<file path="src/rtl/pcie_rx_deframer.sv">
// Receive-side symbol deframer: acquires COM lock, tracks link idle, and strips
// STP/END framing from payload bytes with registered outputs.
module pcie_rx_deframer #(
  parameter int SYNC_COUNT = 4,
  parameter int MAX_LEN    = 16
) (
  input  logic       CLK,
  input  logic       reset,
  input  logic [7:0] rx_data,
  input  logic       rx_k,
  input  logic       rx_valid,
  output logic [7:0] DATA,
  output logic       Valid,
  output logic [3:0] CONTROL,
  output logic       link_up,
  output logic       frame_done,
  output logic [4:0] frame_len,
  output logic       err_frame
);

  localparam logic [7:0] K_COM = 8'hBC;
  localparam logic [7:0] K_STP = 8'hFB;
  localparam logic [7:0] K_END = 8'hFD;
  localparam logic [7:0] K_IDL = 8'h7C;
  localparam int         SC_W  = (SYNC_COUNT > 1) ? $clog2(SYNC_COUNT + 1) : 1;

  typedef enum logic [3:0] {
    ST_DETECT  = 4'd0,
    ST_ALIGN   = 4'd1,
    ST_IDLE    = 4'd2,
    ST_PAYLOAD = 4'd9
  } state_t;

  state_t          r_state, w_state_nxt;
  logic [SC_W-1:0] r_sync, w_sync_nxt;
  logic [4:0]      r_len, w_len_nxt;
  logic [7:0]      r_data, w_data_nxt;
  logic [4:0]      r_flen, w_flen_nxt;
  logic            r_valid, w_valid_nxt;
  logic            r_done, w_done_nxt;
  logic            r_err, w_err_nxt;

  logic w_is_com, w_is_stp, w_is_end, w_is_idl;
  assign w_is_com = rx_k && (rx_data == K_COM);
  assign w_is_stp = rx_k && (rx_data == K_STP);
  assign w_is_end = rx_k && (rx_data == K_END);
  assign w_is_idl = rx_k && (rx_data == K_IDL);

  always_comb begin
    w_state_nxt = r_state;
    w_sync_nxt  = r_sync;
    w_len_nxt   = r_len;
    w_data_nxt  = r_data;
    w_flen_nxt  = r_flen;
    w_valid_nxt = 1'b0;
    w_done_nxt  = 1'b0;
    w_err_nxt   = 1'b0;
    if (rx_valid) begin
      case (r_state)
        ST_DETECT: begin
          if (!w_is_com) begin
            w_sync_nxt = '0;
          end else if (r_sync == SC_W'(SYNC_COUNT - 1)) begin
            w_state_nxt = ST_ALIGN;
            w_sync_nxt  = '0;
          end else begin
            w_sync_nxt = r_sync + SC_W'(1);
          end
        end
        ST_ALIGN: begin
          if (w_is_idl)      w_state_nxt = ST_IDLE;
          else if (!w_is_com) w_state_nxt = ST_DETECT;
        end
        ST_IDLE: begin
          if (!rx_k) begin
            w_err_nxt = 1'b1;
          end else if (w_is_stp) begin
            w_state_nxt = ST_PAYLOAD;
            w_len_nxt   = '0;
          end else if (!w_is_com && !w_is_idl) begin
            // END or an unknown K while idle means lock is suspect: resync.
            w_err_nxt   = 1'b1;
            w_state_nxt = ST_DETECT;
          end
        end
        ST_PAYLOAD: begin
          if (!rx_k) begin
            if (r_len < 5'(MAX_LEN)) begin
              w_data_nxt  = rx_data;
              w_valid_nxt = 1'b1;
              w_len_nxt   = r_len + 5'd1;
            end else begin
              w_err_nxt   = 1'b1;
              w_state_nxt = ST_IDLE;
            end
          end else if (w_is_end && (r_len != 5'd0)) begin
            w_done_nxt  = 1'b1;
            w_flen_nxt  = r_len;
            w_state_nxt = ST_IDLE;
          end else begin
            w_err_nxt   = 1'b1;
            w_state_nxt = ST_IDLE;
          end
        end
        default: w_state_nxt = ST_DETECT;
      endcase
    end
  end

  always_ff @(posedge CLK) begin
    if (reset) begin
      r_state <= ST_DETECT;
      r_sync  <= '0;
      r_len   <= '0;
      r_data  <= '0;
      r_flen  <= '0;
      r_valid <= 1'b0;
      r_done  <= 1'b0;
      r_err   <= 1'b0;
    end else begin
      r_state <= w_state_nxt;
      r_sync  <= w_sync_nxt;
      r_len   <= w_len_nxt;
      r_data  <= w_data_nxt;
      r_flen  <= w_flen_nxt;
      r_valid <= w_valid_nxt;
      r_done  <= w_done_nxt;
      r_err   <= w_err_nxt;
    end
  end

  assign DATA       = r_data;
  assign Valid      = r_valid;
  assign CONTROL    = r_state;
  assign link_up    = (r_state == ST_IDLE) || (r_state == ST_PAYLOAD);
  assign frame_done = r_done;
  assign frame_len  = r_flen;
  assign err_frame  = r_err;

endmodule

</file>
<file path="config.mk">
export PLATFORM = sky130hd
export DESIGN_NAME = pcie_rx_deframer
export DESIGN_NICKNAME = d
export VERILOG_FILES = /design/src/rtl/pcie_rx_deframer.sv
export SDC_FILE = /design/constraint.sdc
export NUM_CORES = 1
export LEC_CHECK = 0
export BUFFER_PORTS_ARGS = -buffer_cell sky130_fd_sc_hd__buf_2
export CORE_MARGIN = 3
export CORE_UTILIZATION = 31
export DETAILED_ROUTE_END_ITERATION = 12
export PLACE_DENSITY = 0.5
export REMOVE_ABC_BUFFERS = 1
export SETUP_SLACK_MARGIN = 0.05
export SLEW_MARGIN = 25
export SYNTH_ARGS = -nofsm -noshare
export SYNTH_HDL_FRONTEND = slang
export SYNTH_SLANG_ARGS = --single-unit
</file>
<file path="constraint.sdc">
create_clock -name CLK -period 3.93 [get_ports CLK]
set_clock_uncertainty 0.05 [all_clocks]
set_input_delay 0.393 -clock CLK [delete_from_list [all_inputs] [get_ports CLK]]
set_output_delay 0.393 -clock CLK [all_outputs]
set_load 0.05 [all_outputs]
</file>
==> results of run 1 <==
[kinds of logic after synthesis]
family                     count (synthesis)  synth area share, %
adders and majority gates                  3                 2.81
xor gates and xnor gates                   1                0.655
buffers and inverters                     12                 4.86
DFF                                       27                 40.4
muxes                                      6                 4.49
AOI/OAI and AO/OA                         33                 17.4
and+or+nand+nor                           67                 29.1
other                                      1                0.280
[sequential cells by signal, indices dropped and copies added, names as in the netlist]
signal and cells:
CONTROL 3, DATA 8, Valid 1, err_frame 1
frame_done 1, frame_len 5, r_len 5, r_sync 3
[worst reg2reg max path, delay by kind of cell, from the launching register on]
kind | cells | cell delay, ns
flip-flops | 1 | 0.54
AO/OA/AOI/OAI | 2 | 0.29
AND/OR/NAND/NOR | 3 | 0.95
[final timing paths]
path	start	to	slack [ns]
worst max-delay path	CONTROL[1]$_SDFFE_PP0P_	link_up	1.87
worst min-delay path	rx_data[6]	DATA[6]$_SDFFE_PP0P_	0.32
worst max register to register	CONTROL[1]$_SDFFE_PP0P_	r_len[1]$_SDFFE_PP0P_	1.98
worst min register to register	DATA[3]$_SDFFE_PP0P_	DATA[3]$_SDFFE_PP0P_	0.40
[power groups by stage]
stage,combinational (W),clock [W],sequential [W]
final,0.0000263,0.000158,0.000273
after CTS,0.0000268,0.000167,0.000273
after global routing,0.0000288,0.000178,0.000273
after floorplan,0.0000105,0,0.000280
after detailed placement,0.0000268,0,0.000280
after global placement,0.0000264,0,0.000280
[layer usage]
layer,up-vias,wire [um]
li1,580,-
met1,497,1440
met2,16,1300
met3,4,106
met4,0,15
met5,-,0
[metrics by stage]
step	area, um2	utilization [%]	hold slack, ns	total power, W
4_1_cts	1550	37.9	0.319	0.000467
6_report	1550	37.9	0.322	0.000458
2_1_floorplan	1280	-	0.380	0.000290
5_1_grt	1550	37.9	0.322	0.000480
3_3_place_gp	1500	36.7	0.392	0.000306
3_5_place_dp	1500	36.7	0.396	0.000307
[area by class of cell]
class                   count  share of cell area, %
clock inverters             1                  0.323
inverters                   3                  0.728
well taps                  50                   4.04
clock buffers               3                   2.67
multi-input cells         111                   47.3
flip-flops and latches     27                   34.9
repair buffers             31                   10.0
[Yosys cell counts, drive strengths merged (2+ instances only)]
cell type,number
dfxtp,27
nand2,24
a21oi,16
nor2,15
buf,6
mux2i,6
nor3,4
a21o,3
clkbuf,3
ha,3
inv,3
nand3b,3
o21ai,3
a22oi,2
a311oi,2
a41oi,2
and2b,2
nand3,2
nand4,2
nor2b,2
nor4,2
nor4b,2
or4b,2
==> impl_metrics.csv, run 1 <==
group,metric,value,unit
final_layout,final_common_cell,"buf_2",
placement,dp.cells,222,
min_path,min_path_type,"in -> reg",
clocking,post_cts_buffers,0,
global_route,grt_pass1_vias,997,
route,ant_nets,0,
clocking,cts_tree,"done",
timing,fmax,486,MHz
job,maxCapViolations,0,
die,dieArea,5140,um2
timing,setup-tns-final,0,ns
route,viasPerCell,4.85,
yosys,yosysSeqAreaShare,40.4,%
die,rows,23,
yosys,ys_seq_elements,27,
power,power.share.clock,34.5,%
placement,gp_routability_congestion,0.784,
power,combPwrFrac,5.7,%
worst_setup_path,cp_top_family,"flip-flops",
global_route,grt_pass1_wl,4760,um
global_route,grtUsageMet2,17.7,%
global_route,grt_max_degree,28,
die,coreArea,4090,um2
clocking,cts_hold_buf,0,
worst_setup_path,cp.arrival,1.62,ns
final_layout,instances_no_fill,226,
worst_setup_path,startpoint_type,"flop",
global_route,grtUsageMet3,3.51,%
clocking,cts_buffers,3,
route,wl,2870,um
timing,fin_crit,2.06,ns
timing,finalCritPeriodShare,52.4,%
power,intPower,0.000353,W
clocking,cts_resized,0,
clocking,h-tree-depth,1,
clocking,cts_max_path_buffers,2,
yosys,syn-instance-count,150,
worst_setup_path,crit_chain,"or3b_4 -> nand2_1 -> buf_2",
worst_setup_path,crit_buf_inv,1,
timing,rsz0062_at_grt,"no",
yosys,async_flop_share,0,%
clocking,cts_root_buf,"clkbuf_8",
power,seqPwrFrac,59.7,%
worst_setup_path,cp_slowest_stage_delay,0.54,ns
placement,port_buffers,31,
global_route,grt_use_total,11.5,%
yosys,synth_area_per_cell,8.92,um2
route,vias,1097,
global_route,grt-ovfl-total,0,
global_route,grtUsageMet1,16.1,%
yosys,ys.warnings.count,0,
route,first_pass_iters,6,
route,routedWlPerCell,12.7,um
yosys,ys.flop_type,"dfxtp_1",
global_route,busiest_layer,"met2",
yosys,yosys-top-cells-area,"dfxtp_1 40%, nand2_1 6.7%, a21oi_1 6.0%",
yosys,synth_area,1340,um2
worst_setup_path,cp_slowest_cell,"dfxtp_1",
yosys,synth_cell_type_count,48,
timing,slew_viol_final,0,
die,ios,33,
timing,final_hold_viol_count,0,
final_layout,drive_gt1_share,25.6,%
power,p_leak,0.723,nW
final_layout,fin_nets,192,
final_layout,layout_common_cells,"31 x buf_2, 27 x dfxtp_1, 24 x nand2_1",
final_layout,fillers,446,
clocking,clkSinkCount,27,
power,power.density,296,nW/um2
final_layout,syn2layout_area_growth,15.7,%
min_path,min_path_cells,3,
clocking,clock_latency,0.27,ns
worst_setup_path,critical_path.endpoint_type,"primary output",
die,die_w,71.7,um
final_layout,antennaDiodeCount,0,
placement,dp_slack,1.96,ns
placement,dp.final_hpwl,2170,um
worst_setup_path,crit_fanout,11,
power,power.switching,0.000105,W
power,ir_drop,0.000215,V
die,initial_core_util,32.7,%
global_route,antenna_found_initial,0,
worst_setup_path,path_class,"reg -> out",
worst_setup_path,required,3.49,ns
die,die_h,71.7,um
run_status,status,"finished clean",
route,dr.first_iter.drc_count,45,
timing,setup_viol,0,
power,switching_share,23.0,%
worst_setup_path,rr_worst_depth,5,
worst_setup_path,worst-path-stages,3,
clocking,clkSlewWorstSetupHoldPaths,0.10,ns
final_layout,multi_input_area,732,um2
yosys,synth-edff-count,0,
final_layout,register_area,541,um2
yosys,yosys.area.top_type,"dfxtp_1",
timing,finalWorstSetupSlack,1.87,ns
yosys,yosysTopAreaCellShare,40.4,%
route,drc,0,
Note: power is estimated with default switching activity, not from simulation.
==> run 2, diff against run 1 <==
ABC_AREA = 1   (was unset)
PLACE_DENSITY = 0.52   (was 0.5)
clock period = 1.8 ns   (was 3.93 ns; I/O delays follow)
==> impl_metrics.csv, run 2 <==
group,metric,value,unit
run_status,status,"finished clean",
die,die_h,72.8,um
placement,gp_routability_congestion,0.830,
clocking,cts_root_buf,"clkbuf_8",
final_layout,syn2layout_area_growth,20.1,%
yosys,ys_seq_elements,27,
worst_setup_path,cp_top_family,"simple AND/OR/NAND/NOR gates",
worst_setup_path,cp.arrival,1.42,ns
global_route,grt_pass1_vias,1201,
yosys,synth_area,1380,um2
clocking,cts_hold_buf,0,
clocking,cts_max_path_buffers,2,
power,power.density,1130,nW/um2
clocking,cts_resized,0,
clocking,clock_latency,0.27,ns
yosys,ys.flop_type,"dfxtp_1",
timing,setup_viol,0,
yosys,ys.warnings.count,0,
final_layout,antennaDiodeCount,0,
timing,rsz0062_at_grt,"no",
clocking,cts_buffers,3,
clocking,clkSinkCount,27,
worst_setup_path,crit_fanout,8,
worst_setup_path,path_class,"reg -> out",
global_route,grt_max_degree,21,
final_layout,largest_reg_flops,8,
worst_setup_path,cp_slowest_cell,"dfxtp_1",
die,ios,33,
clocking,cts_tree,"done",
route,wl,3170,um
final_layout,final_common_cell,"nor2_1",
worst_setup_path,cp_common_cell,"nand2_1",
power,p_leak,0.790,nW
global_route,grt_use_total,12.5,%
route,drc,0,
clocking,post_cts_buffers,0,
yosys,async_flop_share,0,%
final_layout,drive_gt1_share,20.3,%
min_path,min_path_type,"in -> reg",
timing,finalCritPeriodShare,91.7,%
yosys,synth_area_per_cell,6.82,um2
yosys,synth-edff-count,0,
yosys,synth_cell_type_count,29,
timing,relSlewSlack,61.1,%
route,vias,1343,
global_route,antenna_found_initial,0,
yosys,yosysTopAreaCellShare,39.1,%
die,coreArea,4140,um2
placement,port_buffers,31,
worst_setup_path,critical_path.endpoint_type,"primary output",
yosys,yosys-top-cells-area,"dfxtp_1 39%, nor2_1 11%, nand2_1 9.8%",
global_route,grt-ovfl-total,0,
placement,dp.final_hpwl,2480,um
final_layout,fin_nets,252,
power,power.total,0.00188,W
worst_setup_path,cp_slowest_stage_delay,0.40,ns
die,rows,23,
yosys,yosysSeqAreaShare,39.1,%
worst_setup_path,startpoint_type,"flop",
route,viasPerCell,4.70,
yosys,syn-instance-count,203,
worst_setup_path,crit_buf_inv,1,
route,first_pass_iters,4,
worst_setup_path,crit_chain,"nor2_2 -> nand2_1 -> nand2_1 -> buf_2",
die,die_w,72.8,um
global_route,grt_pass1_wl,5290,um
route,ant_nets,0,
route,routedWlPerCell,11.1,um
final_layout,layout_common_cells,"40 x nor2_1, 36 x nand2_1, 31 x buf_2",
die,dieArea,5300,um2
timing,final_hold_viol_count,0,
power,ir_drop,0.000751,V
job,maxCapViolations,0,
yosys,yosys.area.top_type,"dfxtp_1",
yosys,yosysMostFrequentCell,"nor2_1",
timing,fmax,606,MHz
timing,worst_pin_slew,0.582,ns
yosys,netlist_top_cells_count,"41 x nor2_1, 36 x nand2_1, 27 x dfxtp_1",
final_layout,stdcell_area,1660,um2
route,dr.first_iter.drc_count,67,
clocking,h-tree-depth,1,
clocking,clkSlewWorstSetupHoldPaths,0.09,ns
worst_setup_path,required,1.57,ns
timing,slew_viol_final,0,
placement,dpl-instance-area,1600,um2
timing,fin_crit,1.65,ns
die,initial_core_util,33.4,%
-- run 2: changes by cell type in the layout (fill, tap and decap cells not counted), moves of 6 or more --
cell     delta
o21ai_0     +8
mux2i_1     -6
nand2_1    +12
nand3_1    +17
nor2_1     +26
inv_1      +19
-- run 2: cell families (layout without fill, tap and decap cells) --
group / Yosys count / after routing / share of synthesized area [%]
simple gates: 113 / 113 / 36.6
compound gates: 30 / 30 / 12.4
flops: 27 / 27 / 39.1
buf+inv: 27 / 60 / 7.68
fa+ha+maj: 3 / 3 / 2.71
xor+xnor: 2 / 2 / 1.27
other cells: 1 / 1 / 0.271
-- run 2: path summary, 6_finish.rpt --
path,from,to,slack (ns),cells past startpoint
worst max-delay path,CONTROL[3]$_SDFFE_PP0P_,link_up,0.15,4
worst min-delay path,reset,r_len[3]$_SDFFE_PP0P_,0.09,2
worst max register to register,CONTROL[1]$_SDFFE_PP0P_,r_len[4]$_SDFFE_PP0P_,0.23,6
worst min register to register,r_sync[2]$_SDFFE_PP0P_,r_sync[2]$_SDFFE_PP0P_,0.40,2
-- run 2: report_power, final --
part | switching [W] | total, W | internal (W) | leakage [nW]
Sequential | 0.0000871 | 0.000747 | 0.000660 | 0.218
Combinational | 0.000555 | 0.000787 | 0.000232 | 0.549
Clock | 0.000183 | 0.000341 | 0.000158 | 0.0228
-- run 2: layout make-up --
class	count	area (um2)
multi-input combinational	149	756
timing repair buffer	33	170
inverter	23	86.3
clock buffer	4	45.0
sequential	27	542
fill	458	2480
tap	50	62.6
-- run 2: layer usage --
metal | track usage, % | share of wire [%]
met5 | 0 | 0
met1 | 17.1 | 51
met3 | 2.07 | 4.8
met2 | 19.7 | 43
met4 | 4.30 | 1.2
-- run 2: metrics by stage --
stage | setup slack, ns | TNS, ns | cells | hold slack (ns) | util [%]
6_report | 0.149 | 0 | 286 | 0.0876 | 40.1
5_1_grt | 0.0642 | 0 | 286 | 0.0860 | 40.1
4_1_cts | 0.0802 | 0 | 286 | 0.0804 | 39.6
3_5_place_dp | 0.0984 | 0 | 282 | 0.382 | 38.5
3_3_place_gp | 0.109 | 0 | 282 | 0.388 | 38.5
2_1_floorplan | -0.0424 | -0.272 | 199 | 0.199 | -
